===== config.mk =====
export PLATFORM = sky130hd
export DESIGN_NAME = memory_stage
export DESIGN_NICKNAME = d
export VERILOG_FILES = /design/src/rtl/mem_pkg.sv /design/src/rtl/mem_align.sv /design/src/rtl/memory_stage.sv
export SDC_FILE = /design/constraint.sdc
export NUM_CORES = 1
export LEC_CHECK = 0
export BUFFER_PORTS_ARGS = -buffer_cell sky130_fd_sc_hd__buf_2
export CAP_MARGIN = 25
export CORE_ASPECT_RATIO = 0.5
export CORE_UTILIZATION = 44
export DETAILED_ROUTE_END_ITERATION = 8
export PLACE_DENSITY = 0.77
export SYNTH_ARGS = -nofsm -noshare
export SYNTH_HDL_FRONTEND = slang
export SYNTH_SLANG_ARGS = --single-unit

===== constraint.sdc =====
create_clock -name clk -period 1.5 [get_ports clk]
set_input_delay 0.15 -clock clk [delete_from_list [all_inputs] [get_ports clk]]
set_output_delay 0.15 -clock clk [all_outputs]
set_load 0.01 [all_outputs]

===== src/rtl/mem_pkg.sv =====
// Shared definitions for the memory stage: funct3 size codes, FSM state
// encoding and the access-alignment predicate.
// Exports: F3_* constants, state_e, is_misaligned().
package mem_pkg;

  localparam logic [2:0] F3_B  = 3'b000;
  localparam logic [2:0] F3_H  = 3'b001;
  localparam logic [2:0] F3_W  = 3'b010;
  localparam logic [2:0] F3_BU = 3'b100;
  localparam logic [2:0] F3_HU = 3'b101;

  typedef enum logic {
    ST_IDLE   = 1'b0,
    ST_ACCESS = 1'b1
  } state_e;

  // size is funct3[1:0]; any code other than byte/half (incl. 011) is a word.
  function automatic logic is_misaligned(input logic [1:0] size,
                                         input logic [1:0] off);
    logic mis;
    case (size)
      F3_B[1:0]: mis = 1'b0;
      F3_H[1:0]: mis = off[0];
      default:   mis = (off != 2'b00);
    endcase
    return mis;
  endfunction

endpackage


===== src/rtl/mem_align.sv =====
// Combinational lane logic for the memory stage.
// Store side: replicates store data across byte lanes and builds the strobes.
// Load side: selects the addressed lane of the RAM word and sign/zero-extends.
module mem_align
  import mem_pkg::*;
(
  input  logic [1:0]  st_size_i,   // store funct3[1:0]
  input  logic [1:0]  st_off_i,    // store byte offset
  input  logic [31:0] st_data_i,   // rs2 value
  output logic [31:0] st_wdata_o,  // lane-replicated data
  output logic [3:0]  st_wstrb_o,  // byte strobes
  input  logic [2:0]  ld_funct3_i, // load funct3 (bit 2 = unsigned)
  input  logic [1:0]  ld_off_i,    // load byte offset
  input  logic [31:0] ld_rdata_i,  // RAM read word
  output logic [31:0] ld_value_o   // extended load value
);

  logic [31:0] shifted;
  logic        sign_ext;

  always_comb begin
    st_wdata_o = st_data_i;
    st_wstrb_o = 4'b1111;
    case (st_size_i)
      F3_B[1:0]: begin
        st_wdata_o = {4{st_data_i[7:0]}};
        st_wstrb_o = 4'b0001 << st_off_i;
      end
      F3_H[1:0]: begin
        st_wdata_o = {2{st_data_i[15:0]}};
        st_wstrb_o = 4'b0011 << st_off_i;
      end
      default: begin
        st_wdata_o = st_data_i;
        st_wstrb_o = 4'b1111;
      end
    endcase
  end

  // Bring the addressed lane down to bit 0 before extension.
  assign shifted  = ld_rdata_i >> {ld_off_i, 3'b000};
  assign sign_ext = ~ld_funct3_i[2];

  always_comb begin
    ld_value_o = ld_rdata_i;
    case (ld_funct3_i[1:0])
      F3_B[1:0]: ld_value_o = {{24{sign_ext & shifted[7]}}, shifted[7:0]};
      F3_H[1:0]: ld_value_o = {{16{sign_ext & shifted[15]}}, shifted[15:0]};
      default:   ld_value_o = ld_rdata_i;
    endcase
  end

endmodule


===== src/rtl/memory_stage.sv =====
// CPU memory stage: accepts execute results, performs loads/stores on the data
// RAM via a valid/ready request, and retires a registered result to writeback.
// Ports: in_valid/result/store_data/rd/reg_write/mem_read/mem_write/funct3 from
// execute; stall upstream; mem_* RAM port; wb_* registered retirement outputs.
module memory_stage
  import mem_pkg::*;
#(
  parameter int RAM_AW = 10,
  parameter int XLEN   = 32
) (
  input  logic              clk,
  input  logic              rst,
  input  logic              in_valid,
  input  logic [XLEN-1:0]   result,
  input  logic [XLEN-1:0]   store_data,
  input  logic [4:0]        rd,
  input  logic              reg_write,
  input  logic              mem_read,
  input  logic              mem_write,
  input  logic [2:0]        funct3,
  output logic              stall,
  output logic              mem_req,
  output logic              mem_we,
  output logic [RAM_AW-1:0] mem_addr,
  output logic [XLEN-1:0]   mem_wdata,
  output logic [3:0]        mem_wstrb,
  input  logic [XLEN-1:0]   mem_rdata,
  input  logic              mem_ready,
  output logic              wb_valid,
  output logic [4:0]        wb_rd,
  output logic [XLEN-1:0]   wb_value,
  output logic              wb_reg_write,
  output logic              wb_misaligned
);

  state_e            state_q, state_d;
  logic              mem_req_q, mem_req_d;
  logic              mem_we_q, mem_we_d;
  logic [RAM_AW-1:0] mem_addr_q, mem_addr_d;
  logic [XLEN-1:0]   mem_wdata_q, mem_wdata_d;
  logic [3:0]        mem_wstrb_q, mem_wstrb_d;
  logic              wb_valid_q, wb_valid_d;
  logic [4:0]        wb_rd_q, wb_rd_d;
  logic [XLEN-1:0]   wb_value_q, wb_value_d;
  logic              wb_reg_write_q, wb_reg_write_d;
  logic              wb_misaligned_q, wb_misaligned_d;
  // Pending-access context
  logic [4:0]        rd_q, rd_d;
  logic [2:0]        f3_q, f3_d;
  logic [1:0]        off_q, off_d;
  logic              regw_q, regw_d;

  logic [XLEN-1:0]   st_wdata;
  logic [3:0]        st_wstrb;
  logic [XLEN-1:0]   ld_value;
  logic              is_mem;
  logic              unused_addr_bits;

  // Address bits above the RAM window are not decoded here.
  assign unused_addr_bits = ^result[XLEN-1:RAM_AW+2];

  assign is_mem = mem_read | mem_write;

  mem_align u_align (
    .st_size_i   (funct3[1:0]),
    .st_off_i    (result[1:0]),
    .st_data_i   (store_data),
    .st_wdata_o  (st_wdata),
    .st_wstrb_o  (st_wstrb),
    .ld_funct3_i (f3_q),
    .ld_off_i    (off_q),
    .ld_rdata_i  (mem_rdata),
    .ld_value_o  (ld_value)
  );

  always_comb begin
    state_d         = state_q;
    mem_req_d       = mem_req_q;
    mem_we_d        = mem_we_q;
    mem_addr_d      = mem_addr_q;
    mem_wdata_d     = mem_wdata_q;
    mem_wstrb_d     = mem_wstrb_q;
    wb_valid_d      = 1'b0;
    wb_rd_d         = wb_rd_q;
    wb_value_d      = wb_value_q;
    wb_reg_write_d  = wb_reg_write_q;
    wb_misaligned_d = wb_misaligned_q;
    rd_d            = rd_q;
    f3_d            = f3_q;
    off_d           = off_q;
    regw_d          = regw_q;

    case (state_q)
      ST_IDLE: begin
        if (in_valid) begin
          if (!is_mem) begin
            wb_valid_d      = 1'b1;
            wb_rd_d         = rd;
            wb_value_d      = result;
            wb_reg_write_d  = reg_write && (rd != 5'd0);
            wb_misaligned_d = 1'b0;
          end else if (is_misaligned(funct3[1:0], result[1:0])) begin
            // Retire immediately as a fault; the RAM never sees it.
            wb_valid_d      = 1'b1;
            wb_rd_d         = rd;
            wb_value_d      = result;
            wb_reg_write_d  = 1'b0;
            wb_misaligned_d = 1'b1;
          end else begin
            state_d     = ST_ACCESS;
            mem_req_d   = 1'b1;
            // A store wins when both read and write are flagged.
            mem_we_d    = mem_write;
            mem_addr_d  = result[RAM_AW+1:2];
            mem_wdata_d = st_wdata;
            mem_wstrb_d = mem_write ? st_wstrb : 4'b0000;
            rd_d        = rd;
            f3_d        = funct3;
            off_d       = result[1:0];
            regw_d      = reg_write;
          end
        end
      end
      ST_ACCESS: begin
        if (mem_ready) begin
          state_d         = ST_IDLE;
          mem_req_d       = 1'b0;
          wb_valid_d      = 1'b1;
          wb_rd_d         = rd_q;
          wb_misaligned_d = 1'b0;
          if (mem_we_q) begin
            wb_value_d     = '0;
            wb_reg_write_d = 1'b0;
          end else begin
            wb_value_d     = ld_value;
            wb_reg_write_d = regw_q && (rd_q != 5'd0);
          end
        end
      end
      default: state_d = ST_IDLE;
    endcase
  end

  always_ff @(posedge clk) begin
    if (rst) begin
      state_q         <= ST_IDLE;
      mem_req_q       <= 1'b0;
      mem_we_q        <= 1'b0;
      mem_addr_q      <= '0;
      mem_wdata_q     <= '0;
      mem_wstrb_q     <= 4'b0000;
      wb_valid_q      <= 1'b0;
      wb_rd_q         <= 5'd0;
      wb_value_q      <= '0;
      wb_reg_write_q  <= 1'b0;
      wb_misaligned_q <= 1'b0;
      rd_q            <= 5'd0;
      f3_q            <= 3'd0;
      off_q           <= 2'd0;
      regw_q          <= 1'b0;
    end else begin
      state_q         <= state_d;
      mem_req_q       <= mem_req_d;
      mem_we_q        <= mem_we_d;
      mem_addr_q      <= mem_addr_d;
      mem_wdata_q     <= mem_wdata_d;
      mem_wstrb_q     <= mem_wstrb_d;
      wb_valid_q      <= wb_valid_d;
      wb_rd_q         <= wb_rd_d;
      wb_value_q      <= wb_value_d;
      wb_reg_write_q  <= wb_reg_write_d;
      wb_misaligned_q <= wb_misaligned_d;
      rd_q            <= rd_d;
      f3_q            <= f3_d;
      off_q           <= off_d;
      regw_q          <= regw_d;
    end
  end

  assign stall         = (state_q == ST_ACCESS);
  assign mem_req       = mem_req_q;
  assign mem_we        = mem_we_q;
  assign mem_addr      = mem_addr_q;
  assign mem_wdata     = mem_wdata_q;
  assign mem_wstrb     = mem_wstrb_q;
  assign wb_valid      = wb_valid_q;
  assign wb_rd         = wb_rd_q;
  assign wb_value      = wb_value_q;
  assign wb_reg_write  = wb_reg_write_q;
  assign wb_misaligned = wb_misaligned_q;

endmodule


==> key figures <==
Routing
  • Post-route ant nets: 0
  • Routed via count: ~5,300
  • Total Wirelength: roughly 16,000 um
  • Average wire per cell in the routed design: roughly 17 um
  • Detailed Route Iter0 Violations: ~360
  • First-pass detailed-route iteration total: 5
  • Number of design rule violations left after detail routing: 0
  • Drt via density: 5.56

STA
  • RSZ-0062 raised after global routing: true
  • Fin crit period: about 1.6 ns
  • PnR worst setup slack: -0.115 ns
  • Fin Hold WS: 0.0230 ns
  • Max-slew headroom: 0.654
  • Final Slew Violations: 0
  • Setup skew after layout: roughly 0.0046 ns
  • Final count of hold timing violations: 0
  • Fraction of the cycle the final worst path needs: 1.08
  • Max frequency: approximately 0.62 GHz
  • Setup violators final: 24
  • Worst Tran Pin Value: around 0.52 ns

Global route
  • Wire length of the first global-routing pass: about 24,000 um
  • GRT Overall Usage: 0.276
  • Global route total overflow: 0
  • Pin count of the biggest net entering global routing: 38
  • Vias in the first global route: around 4,700
  • Initial antenna violation count: 0

Critical path
  • Highest fanout seen on the critical path: 16
  • Critical path start-end classification: reg2reg
  • Terminus of the critical flop-to-flop path: wb_value[17]
  • Critical Path Start Type: flop
  • Endpoint of the worst setup timing path: wb_value[17]
  • CP Capture Type: flop
  • Startpoint of the worst-slack reg-to-reg timing path: off_q[0]
  • First element of the critical path: off_q[0]
  • Register-to-register setup slack: -0.11 ns
  • Arrival time at the worst endpoint: between 1.5 and 2 ns
  • Data required time at the worst endpoint: around 1.7 ns
  • Number of cells on the worst reg-to-reg path: 7

Job
  • Number of violations of the max-capacitance limit: 0

CTS
  • Buffer type at the clock tree root: sky130_fd_sc_hd__clkbuf_16
  • H-Tree Depth: 3
  • Hold buffer count at cts: 0
  • Clk sink count: 100
  • TritonCTS clock tree: done
  • Maximum buffer depth of the clock tree: 2
  • Clock network latency to the later pin of the worst-skew pair: 0.35 ns
  • Inserted Clock Buffers: 9
  • Clock transition at the register clock pins on the worst setup and hold paths after CTS: ~0.070 ns

Floorplanning
  • Core area: 0.0104 mm^2
  • Full die area: roughly 0.011 mm^2
  • DIE HEIGHT: 75.8 um
  • Rows: 26
  • Chip width: ~150 um
  • Number of ports placed on the die boundary: 200
  • Starting density of the core: 0.461

Worst hold path
  • HP Class: in2reg

Yosys
  • Count of flip-flops with a built-in enable after synthesis: 0
  • Synthesized area per cell: 8.11 um^2
  • Syn Nets: roughly 700
  • Ys async rst share: 0
  • Prevailing post-synth register cell: sky130_fd_sc_hd__dfxtp_1
  • Proportion of synthesized chip area in sequential cells: 0.417
  • Distinct cell type count of the synthesized netlist: 43
  • Number of warning messages in the yosys log: 0
  • Number of instances in the synthesized netlist: 592
  • Syn Std Cell Area: around 0.0048 mm^2
  • Register bit total from synthesis: 100

Final layout
  • Highest-count cells in the layout ignoring fill and taps: 198 x sky130_fd_sc_hd__buf_2, 111 x sky130_fd_sc_hd__nand2_1, 97 x sky130_fd_sc_hd__dfxtp_1, 70 x sky130_fd_sc_hd__nor2_1, 58 x sky130_fd_sc_hd__a21oi_1
  • Final-stage net count: roughly 900
  • Leading cell type in the layout, fill and taps excluded: sky130_fd_sc_hd__buf_2
  • FF/Latch Area: between 0.002 and 0.0025 mm^2
  • Utilization after layout: 0.652
  • Fraction of final layout cells sized beyond drive strength 1: 0.380
  • Number of inserted filler cells in the final layout: a little under 900
  • Final antenna diode count: 0
  • Area growth from synthesis to layout: 41.4%
  • Multi-input gate area: approximately 0.0026 mm^2

Place
  • Final HPWL DP: roughly 11,000 um
  • Final estimated routing congestion in global placement: about 0.90
  • Buffers added on ports: around 200

Run status
  • Outcome: finished, violations left
  • Violations in the final reports: setup timing

Power and ir drop
  • Maximum ir drop on the vdd rail: between 0.5 and 0.6 mV
  • Power per cell area: about 1000 mW/mm^2
  • Leakage power total: between 2 and 3 nW
==> routing by layer <==
layer | GRT usage | share of wire | up-vias
met5 | 0 | 0 | -
met4 | 0.0898 | 0.017 | 0
met3 | 0.0719 | 0.081 | 25
met2 | 0.476 | 0.48 | 251
met1 | 0.343 | 0.43 | 2453
li1 | - | - | 2529
==> critical path, cell delays in order (launching register included) <==
cell                        delay (ns)
sky130_fd_sc_hd__dfxtp_4          0.38
sky130_fd_sc_hd__buf_4            0.13
sky130_fd_sc_hd__mux2i_2          0.21
sky130_fd_sc_hd__a2bb2oi_2        0.21
sky130_fd_sc_hd__mux2i_2          0.11
sky130_fd_sc_hd__a31oi_4          0.16
sky130_fd_sc_hd__buf_12           0.19
sky130_fd_sc_hd__a211oi_2         0.08
==> synthesized netlist by cell type (all sizes together) (2+ instances only) <==
library cell,instances,area (um^2)
buf,27,155
o21ai,29,149
dfxtp,100,2000
a211o,4,35.0
a311oi,13,114
nor2b,8,50.1
nand2b,3,18.8
mux2i,35,354
nor2,71,267
nand3,3,15.0
and2,2,12.5
clkbuf,26,98.8
a32o,4,40.0
a211oi,39,343
a21oi,62,310
or4,2,15.0
a31oi,4,40.0
a22oi,16,120
nor3,2,15.0
inv,5,18.8
o221ai,7,61.3
nand2,112,420
o21bai,3,22.5
o211ai,4,30.0
and2b,2,15.0
==> logic make-up after synthesis <==
logic type / after synthesis / share of synthesized area
multiplexers: 36 / 0.0761
AND/OR/NAND/NOR: 207 / 0.175
buffers and inverters: 58 / 0.0568
AO/OA/AOI/OAI: 191 / 0.274
flip-flops: 100 / 0.417
==> sequential cells by signal, summed over array words and instances, names as in the netlist <==
register	cells
stall	1
wb_reg_write	1
mem_addr	10
f3_q	3
wb_value	32
mem_wstrb	4
off_q	2
wb_rd	5
regw_q	1
rd_q	5
mem_we	1
mem_wdata	32
mem_req	1
wb_misaligned	1
wb_valid	1
==> how the worst min path moves through the flow <==
stage          startpoint  endpoint  slack [ns]  depth (start not counted)
2_1_floorplan   mem_ready   mem_req        0.25                          1
3_3_place_gp    mem_ready   mem_req        0.39                          2
3_5_place_dp    mem_ready   mem_req        0.39                          2
4_1_cts         mem_ready   mem_req        0.01                          2
5_1_grt         mem_ready   mem_req        0.02                          2
6_report        mem_ready   mem_req        0.02                          2
==> cell type report <==
type                    count  share of cell area
well taps                 140              0.0258
clock buffers              12              0.0378
repair buffers            251               0.242
clock inverters             4             0.00701
inverters                   5             0.00277
multi-input cells         434               0.389
flip-flops and latches    100               0.296
==> metrics by stage <==
step | instances | setup TNS [ns] | setup WS [ns] | cell area [um^2] | total power [W]
final | 946 | -2.16 | -0.115 | 6790 | 0.00690
after detailed placement | 922 | -3.87 | -0.178 | 6210 | 0.00445
after CTS | 942 | -1.30 | -0.0821 | 6650 | 0.00688
after global routing | 946 | -3.64 | -0.173 | 6790 | 0.00720
after floorplan | 592 | -0.669 | -0.0633 | 4820 | 0.00378
after global placement | 922 | -1.49 | -0.0833 | 6210 | 0.00442
==> power by group <==
part	internal (W)	switching, W	leakage (nW)	total [W]
Combinational	0.000711	0.000841	2.02	0.00155
Clock	0.00138	0.00100	0.149	0.00238
Sequential	0.00285	0.000109	0.822	0.00296
Total	0.00494	0.00195	2.99	0.00690
==> timing repair <==
item,4_1_cts,5_1_grt
pin swaps,9,5
resized for setup,18,17
endpoints found under the setup margin,33,47
cloned,2,2
buffers inserted,2,2
(Power assumes the default switching activity.)
